$ cat config.mk
export PLATFORM = sky130hd
export DESIGN_NAME = fetch_unit
export DESIGN_NICKNAME = d
export VERILOG_FILES = /design/src/rtl/mips_pkg.sv /design/src/rtl/fetch_pc_sel.sv /design/src/rtl/fetch_unit.sv
export SDC_FILE = /design/constraint.sdc
export NUM_CORES = 1
export LEC_CHECK = 0
export ABC_AREA = 1
export BUFFER_PORTS_ARGS = -buffer_cell sky130_fd_sc_hd__buf_4
export CAP_MARGIN = 15
export CORE_ASPECT_RATIO = 0.6
export CORE_UTILIZATION = 27
export CTS_CLUSTER_DIAMETER = 60
export CTS_CLUSTER_SIZE = 14
export DETAILED_ROUTE_END_ITERATION = 10
export PLACE_DENSITY = 0.57
export SYNTH_ARGS = -nofsm -noshare
export SYNTH_HDL_FRONTEND = slang
export SYNTH_HIERARCHICAL = 1
export SYNTH_SLANG_ARGS = --single-unit
export TNS_END_PERCENT = 100
$ cat constraint.sdc
create_clock -name clk -period 1.9 [get_ports clk]
set_input_delay 0.095 -clock clk [delete_from_list [all_inputs] [get_ports clk]]
set_output_delay 0.095 -clock clk [all_outputs]
set_load 0.01 [all_outputs]
$ cat src/rtl/mips_pkg.sv
// Shared fetch/branch constants and the PC increment helper.
package mips_pkg;

    localparam int unsigned INSTR_W = 32;
    localparam int unsigned ADDR_W = 32;
    localparam int unsigned IMEM_DEPTH = 128;
    localparam logic [ADDR_W-1:0] IMEM_RESET_PC = '0;

    function automatic logic [ADDR_W-1:0] pc_inc(
        input logic [ADDR_W-1:0] pc,
        input int unsigned depth = IMEM_DEPTH
    );
        return (pc == ADDR_W'(depth - 1)) ? '0 : pc + ADDR_W'(1);
    endfunction

endpackage

$ cat src/rtl/fetch_pc_sel.sv
// Next-PC and memory address select: redirect beats stall beats increment.
module fetch_pc_sel
    import mips_pkg::*;
#(
    parameter int unsigned MEM_DEPTH = IMEM_DEPTH,
    parameter int AW = $clog2(MEM_DEPTH)
) (
    input  logic          stall,
    input  logic          redirect_valid,
    input  logic [AW-1:0] redirect_pc,
    input  logic [AW-1:0] pc_q,
    input  logic [AW-1:0] infl_pc_q,
    input  logic          infl_valid_q,
    output logic [AW-1:0] addr_o,
    output logic [AW-1:0] pc_d,
    output logic [AW-1:0] infl_pc_d,
    output logic          infl_valid_d,
    output logic          accept_o
);

    logic [AW-1:0] pc_nxt;

    assign pc_nxt = AW'(pc_inc(ADDR_W'(pc_q), MEM_DEPTH));
    assign accept_o = infl_valid_q & ~stall & ~redirect_valid;

    always_comb begin
        addr_o = pc_q;
        pc_d = pc_q;
        infl_pc_d = infl_pc_q;
        infl_valid_d = infl_valid_q;
        case (1'b1)
            redirect_valid: begin
                pc_d = redirect_pc;
                infl_valid_d = 1'b0;
            end
            // re-issue the held word so mem_data repeats it next cycle
            stall: addr_o = infl_pc_q;
            default: begin
                pc_d = pc_nxt;
                infl_pc_d = pc_q;
                infl_valid_d = 1'b1;
            end
        endcase
    end

endmodule

$ cat src/rtl/fetch_unit.sv
// Instruction fetch: PC registers, in-flight tag and delivered-instruction counter.
module fetch_unit
    import mips_pkg::*;
#(
    parameter int unsigned MEM_DEPTH = IMEM_DEPTH,
    parameter logic [ADDR_W-1:0] RESET_PC = IMEM_RESET_PC,
    parameter int AW = $clog2(MEM_DEPTH)
) (
    input  logic               clk,
    input  logic               rst,
    input  logic               stall,
    input  logic               redirect_valid,
    input  logic [ADDR_W-1:0]  redirect_pc,
    output logic [ADDR_W-1:0]  mem_addr,
    input  logic [INSTR_W-1:0] mem_data,
    output logic [INSTR_W-1:0] instr,
    output logic [ADDR_W-1:0]  instr_pc,
    output logic [ADDR_W-1:0]  instr_npc,
    output logic               instr_valid,
    output logic [31:0]        fetch_count
);

    localparam logic [AW-1:0] RST_PC = RESET_PC[AW-1:0];

    logic [AW-1:0] pc_q, pc_d;
    logic [AW-1:0] infl_pc_q, infl_pc_d;
    logic          infl_valid_q, infl_valid_d;
    logic [31:0]   fetch_count_q;
    logic [AW-1:0] addr;
    logic          accept;
    logic          unused_rpc;

    assign unused_rpc = ^redirect_pc[ADDR_W-1:AW];

    fetch_pc_sel #(
        .MEM_DEPTH(MEM_DEPTH),
        .AW(AW)
    ) u_sel (
        .stall(stall),
        .redirect_valid(redirect_valid),
        .redirect_pc(redirect_pc[AW-1:0]),
        .pc_q(pc_q),
        .infl_pc_q(infl_pc_q),
        .infl_valid_q(infl_valid_q),
        .addr_o(addr),
        .pc_d(pc_d),
        .infl_pc_d(infl_pc_d),
        .infl_valid_d(infl_valid_d),
        .accept_o(accept)
    );

    always_ff @(posedge clk) begin
        if (rst) begin
            pc_q <= RST_PC;
            infl_pc_q <= RST_PC;
            infl_valid_q <= 1'b0;
            fetch_count_q <= '0;
        end else begin
            pc_q <= pc_d;
            infl_pc_q <= infl_pc_d;
            infl_valid_q <= infl_valid_d;
            if (accept) fetch_count_q <= fetch_count_q + 32'd1;
        end
    end

    assign mem_addr = rst ? ADDR_W'(RST_PC) : ADDR_W'(addr);
    assign instr = mem_data;
    assign instr_pc = ADDR_W'(infl_pc_q);
    assign instr_npc = pc_inc(ADDR_W'(infl_pc_q), MEM_DEPTH);
    assign instr_valid = infl_valid_q & ~rst;
    assign fetch_count = fetch_count_q;

endmodule

[Word level (Yosys, flattened, before mapping)]
Cells that the tools add are included.
Word-level totals
  word-level logic and storage cells: 24
  register bits: 47
Operators by class
  add/sub/neg operators: 3
  reductions and logical operators: 1
  mux-type cells: 7
  equality and inequality tests: 3
  bitwise operators: 6
Operators with widths (count)
  $mux W7: 6
  $add A32 B1 Y32 const B: 1
  $eq A7 B7 Y1 const B: 2
  $add A7 B1 Y8 const B: 1
  $mux W8: 1
  $add A7 B1 Y7 const B: 1
  $and A1 B1 Y1: 3
  $not A1 Y1: 3
  $ne A2 B1 Y1 const B: 1
  $reduce_or A2 Y1: 1

[Logic depth before layout (Yosys ltp)]
  word-level depth: 4
  gate-level depth with buffers: 12

[Modules after synthesis]
Netlist, hierarchy kept.
By module, submodules not included
  fetch_unit: area each 3196.8 µm², sequential area each 940.9 µm², instances 1, cells each 454
  fetch_pc_sel: area each 519.2 µm², sequential area each 0.0 µm², instances 1, cells each 105

[Worst setup path after synthesis]
No wires, ideal clock.
  kind: input -> register
  from: input redirect_valid
  to: register fetch_count_q[24], in the netlist fetch_count[24]
  path slack: 0.388 ns
  path buffers: 3
  arrival time: 1.397 ns
  stages: 11
  setup time: 0.115 ns
  required time: 1.785 ns
  cells stage by stage: buf_4 buf_2 nor3_1 buf_6 nand2_2 nor2_4 nand3_4 nor2_1 nand3_1 nand2_1 nor2_1
On the way
  word-level cells in the longest chain between the ends: 2
Ends and longest elaborated chain
  from (decl): RTL line fetch_unit.sv:12  | input logic redirect_valid,
  $not A1 Y1: RTL line fetch_pc_sel.sv:24  | assign accept_o = infl_valid_q & ~stall & ~redirect_valid;
  $and A1 B1 Y1: RTL line fetch_pc_sel.sv:24
  named net accept: RTL line fetch_unit.sv:30  | logic accept;
  to (signal assigned): RTL line fetch_unit.sv:62  | if (accept) fetch_count_q <= fetch_count_q + 32'd1;
  to (decl): RTL line fetch_unit.sv:28  | logic [31:0] fetch_count_q;
The timed path passes the listed nets, and every way through them passes these cells.
A chain may end at the register's enable or synchronous reset.

[Worst setup path after layout]
  from: register infl_pc_q[1]
  to: output instr_npc[5]
On the way
  word-level cells in the longest chain between the ends: 2
  elaborated cells between the ends (all ways): 3
  those cells by class: add/sub: 1; eq/ne: 1; mux: 1
Ends and longest elaborated chain
  from (decl): RTL line fetch_unit.sv:26  | logic [AW-1:0] infl_pc_q, infl_pc_d;
  from (signal assigned): RTL line fetch_unit.sv:60  | infl_pc_q <= infl_pc_d;
  $add A7 B1 Y8 or $eq A7 B7 Y1 (tied branches): RTL line mips_pkg.sv:13  | return (pc == ADDR_W'(depth - 1)) ? '0 : pc + ADDR_W'(1);
  $mux W8 *: RTL line mips_pkg.sv:13
  to (decl): RTL line fetch_unit.sv:18  | output logic [ADDR_W-1:0] instr_npc,
Mark *: on every way between the ends. The rest lies on a longest branch, timed or not.

==> impl_metrics.ini <==
[status]
outcome = completed

[cts]
cts_setup_buffers = 0
cts_root_buffer = clkbuf_16
insertion_delay_ns = 0.28
cts-htree-levels = 2
cts-resized-gates = 0
postCtsHoldBufs = 0
numCtsBuffers = 5
clk_path_buf_depth = 2
clock_sinks = 47
cts.clk_slew.worst_paths_ns = 0.06
cts_tree = yes

[timing]
max_freq_mhz = 569
grt_setup_unrepaired = false
finClkSkew_ns = 0.00422
finalSetupViolCount = 0
period_minus_slack_ns = 1.76
tightestPinTransition_ns = 0.610
slew_violations = 0
final_hold_viol_count = 0
fin_tns_setup_ns = 0
min_period_over_period = 0.925
slew_headroom = 0.593

[yosys]
seq_area_frac_synth = 0.253
synth.avg_cell_area_sq_um = 6.65
ys_types = 36
yosysWarnings = 6
syn_area_sq_mm = 0.00372
ys_seq_elements = 47
syn_inst = 559

[critical_path]
path_max_fanout = 4
r2r_start = infl_valid_q
crit_required_ns = 1.80
worstPathArrival_ns = 1.66
crit_path_end_kind = primary output
worst_setup_path_start_kind = register
path_class = reg2out
startpoint = infl_pc_q[1]

[die]
dieArea_sq_mm = 0.0143
chipWidth_microns = 153
rows = 32
die_h_microns = 92.9
num_io_pins = 229
core_region_area_sq_mm = 0.0131
start_util = 0.283

[grt]
grt_overflow = 0
antenna_found_initial = 0
grt_usage = 0.120
grt_pass1_vias = 2513
grt_max_degree = 31
grt_pass1_wl_microns = 13500

[pwr]
p_leak_uw = 0.00189
power.density_mw_per_mm2 = 540
peakVddDrop_mv = 0.311

[final_layout]
antenna_cells = 0
final_common_cell = nand2_1
drive_above_1_share = 0.220
stdcell_count = 766
mostFrequentLayoutCells = 91 x nand2_1, 78 x nor2_1, 74 x conb_1
nets = 666
synthToLayoutAreaGrowth_pct = 7.81
fillers = 1452

[drt]
wl_per_cell_microns = 11.2
drt_pass1_iterations = 4
antenna_left = 0
remaining_drc_errors = 0
wirelength_microns = 8580
drt_iter0_markers = 248
vias_per_cell = 4.04
via_count = 3097

[placement]
gp_congestion = 0.865
portBuffers = 65
placed_cells = 758
detailedPlacementHpwl_microns = 6880

[worst_hold_path]
hold_class = in2reg
min_from = redirect_pc[4]

[flow_run]
maxCapViolations = 0
-- where the power goes --
| group | switching (uW) | internal (uW) |
|---|---|---|
| clock | 368 | 487 |
| sequential | 22.3 | 1000 |
| combinational | 192 | 91.1 |
-- sequential cells by signal, indices dropped and copies added, names as in the netlist --
name	cells
pc_q	7
infl_pc_q	7
infl_valid_q	1
fetch_count	32
-- layout make-up --
class | instances | area, sq um | area share
Multi-Input combinational cell | 396 | 1890 | 0.472
Sequential cell | 47 | 941 | 0.235
Timing Repair Buffer | 73 | 548 | 0.137
Inverter | 72 | 278 | 0.0693
Tap cell | 170 | 213 | 0.0531
Clock buffer | 7 | 133 | 0.0331
Clock inverter | 1 | 5.00 | 0.00125
-- Yosys cell counts (all sizes together) --
master	count	area [sq um]
dfxtp	47	941
o31ai	1	7.51
xor2	1	8.76
nor4	1	6.26
a31o	1	8.76
o21bai	2	18.8
nand3	31	193
conb	1	3.75
ha	3	37.5
nor2	99	483
nand2	108	448
nor3	4	20.0
and3	1	7.51
xnor2	2	17.5
buf	114	861
nand4	8	50.1
o21ai	28	140
clkbuf	3	21.3
o21a	2	15.0
inv	72	278
a21oi	30	150
-- critical path, stage by stage (launching register included) --
cell     delay, ns
dfxtp_1       0.40
ha_1          0.19
nand2_1       0.09
nor3_1        0.42
nor3_1        0.11
buf_4         0.16
-- cells by family after synthesis --
group                    Yosys count  share of synthesized area
buffers and inverters            189                      0.312
AND/OR/NAND/NOR                  252                      0.325
flip-flops                        47                      0.253
XOR/XNOR                           3                    0.00707
other                              1                    0.00101
adder cells (fa/ha/maj)            3                     0.0101
AO/OA/AOI/OAI                     64                     0.0916
-- metal layers --
layer | share of wire | GRT usage | wire (microns)
met1 | 0.53 | 0.186 | 4550
met2 | 0.37 | 0.152 | 3200
met3 | 0.086 | 0.0370 | 739
met4 | 0.010 | 0.0333 | 89
met5 | 0 | 0 | 0
-- through the flow --
| step | utilization | hold WS, ns | setup WS [ns] | total power (uW) | cell area, sq um |
|---|---|---|---|---|---|
| after floorplan | - | 0.282 | 0.388 | 1430 | 3990 |
| after global placement | 0.295 | 0.190 | 0.306 | 1330 | 3870 |
| after detailed placement | 0.295 | 0.190 | 0.272 | 1330 | 3870 |
| after CTS | 0.305 | 0.105 | 0.152 | 2180 | 4010 |
| after global routing | 0.305 | 0.138 | 0.0575 | 2270 | 4010 |
| final | 0.305 | 0.112 | 0.143 | 2160 | 4010 |
-- path summary, 6_finish.rpt --
kind,endpoint,depth (start not counted),slack [ns]
worst min-delay path,pc_q[4],5,0.11
worst max-delay path,instr_npc[5],5,0.14
worst max register to register,fetch_count[24],10,0.28
worst min register to register,fetch_count[5],1,0.51
No activity file was read; power rests on OpenSTA's default activity.
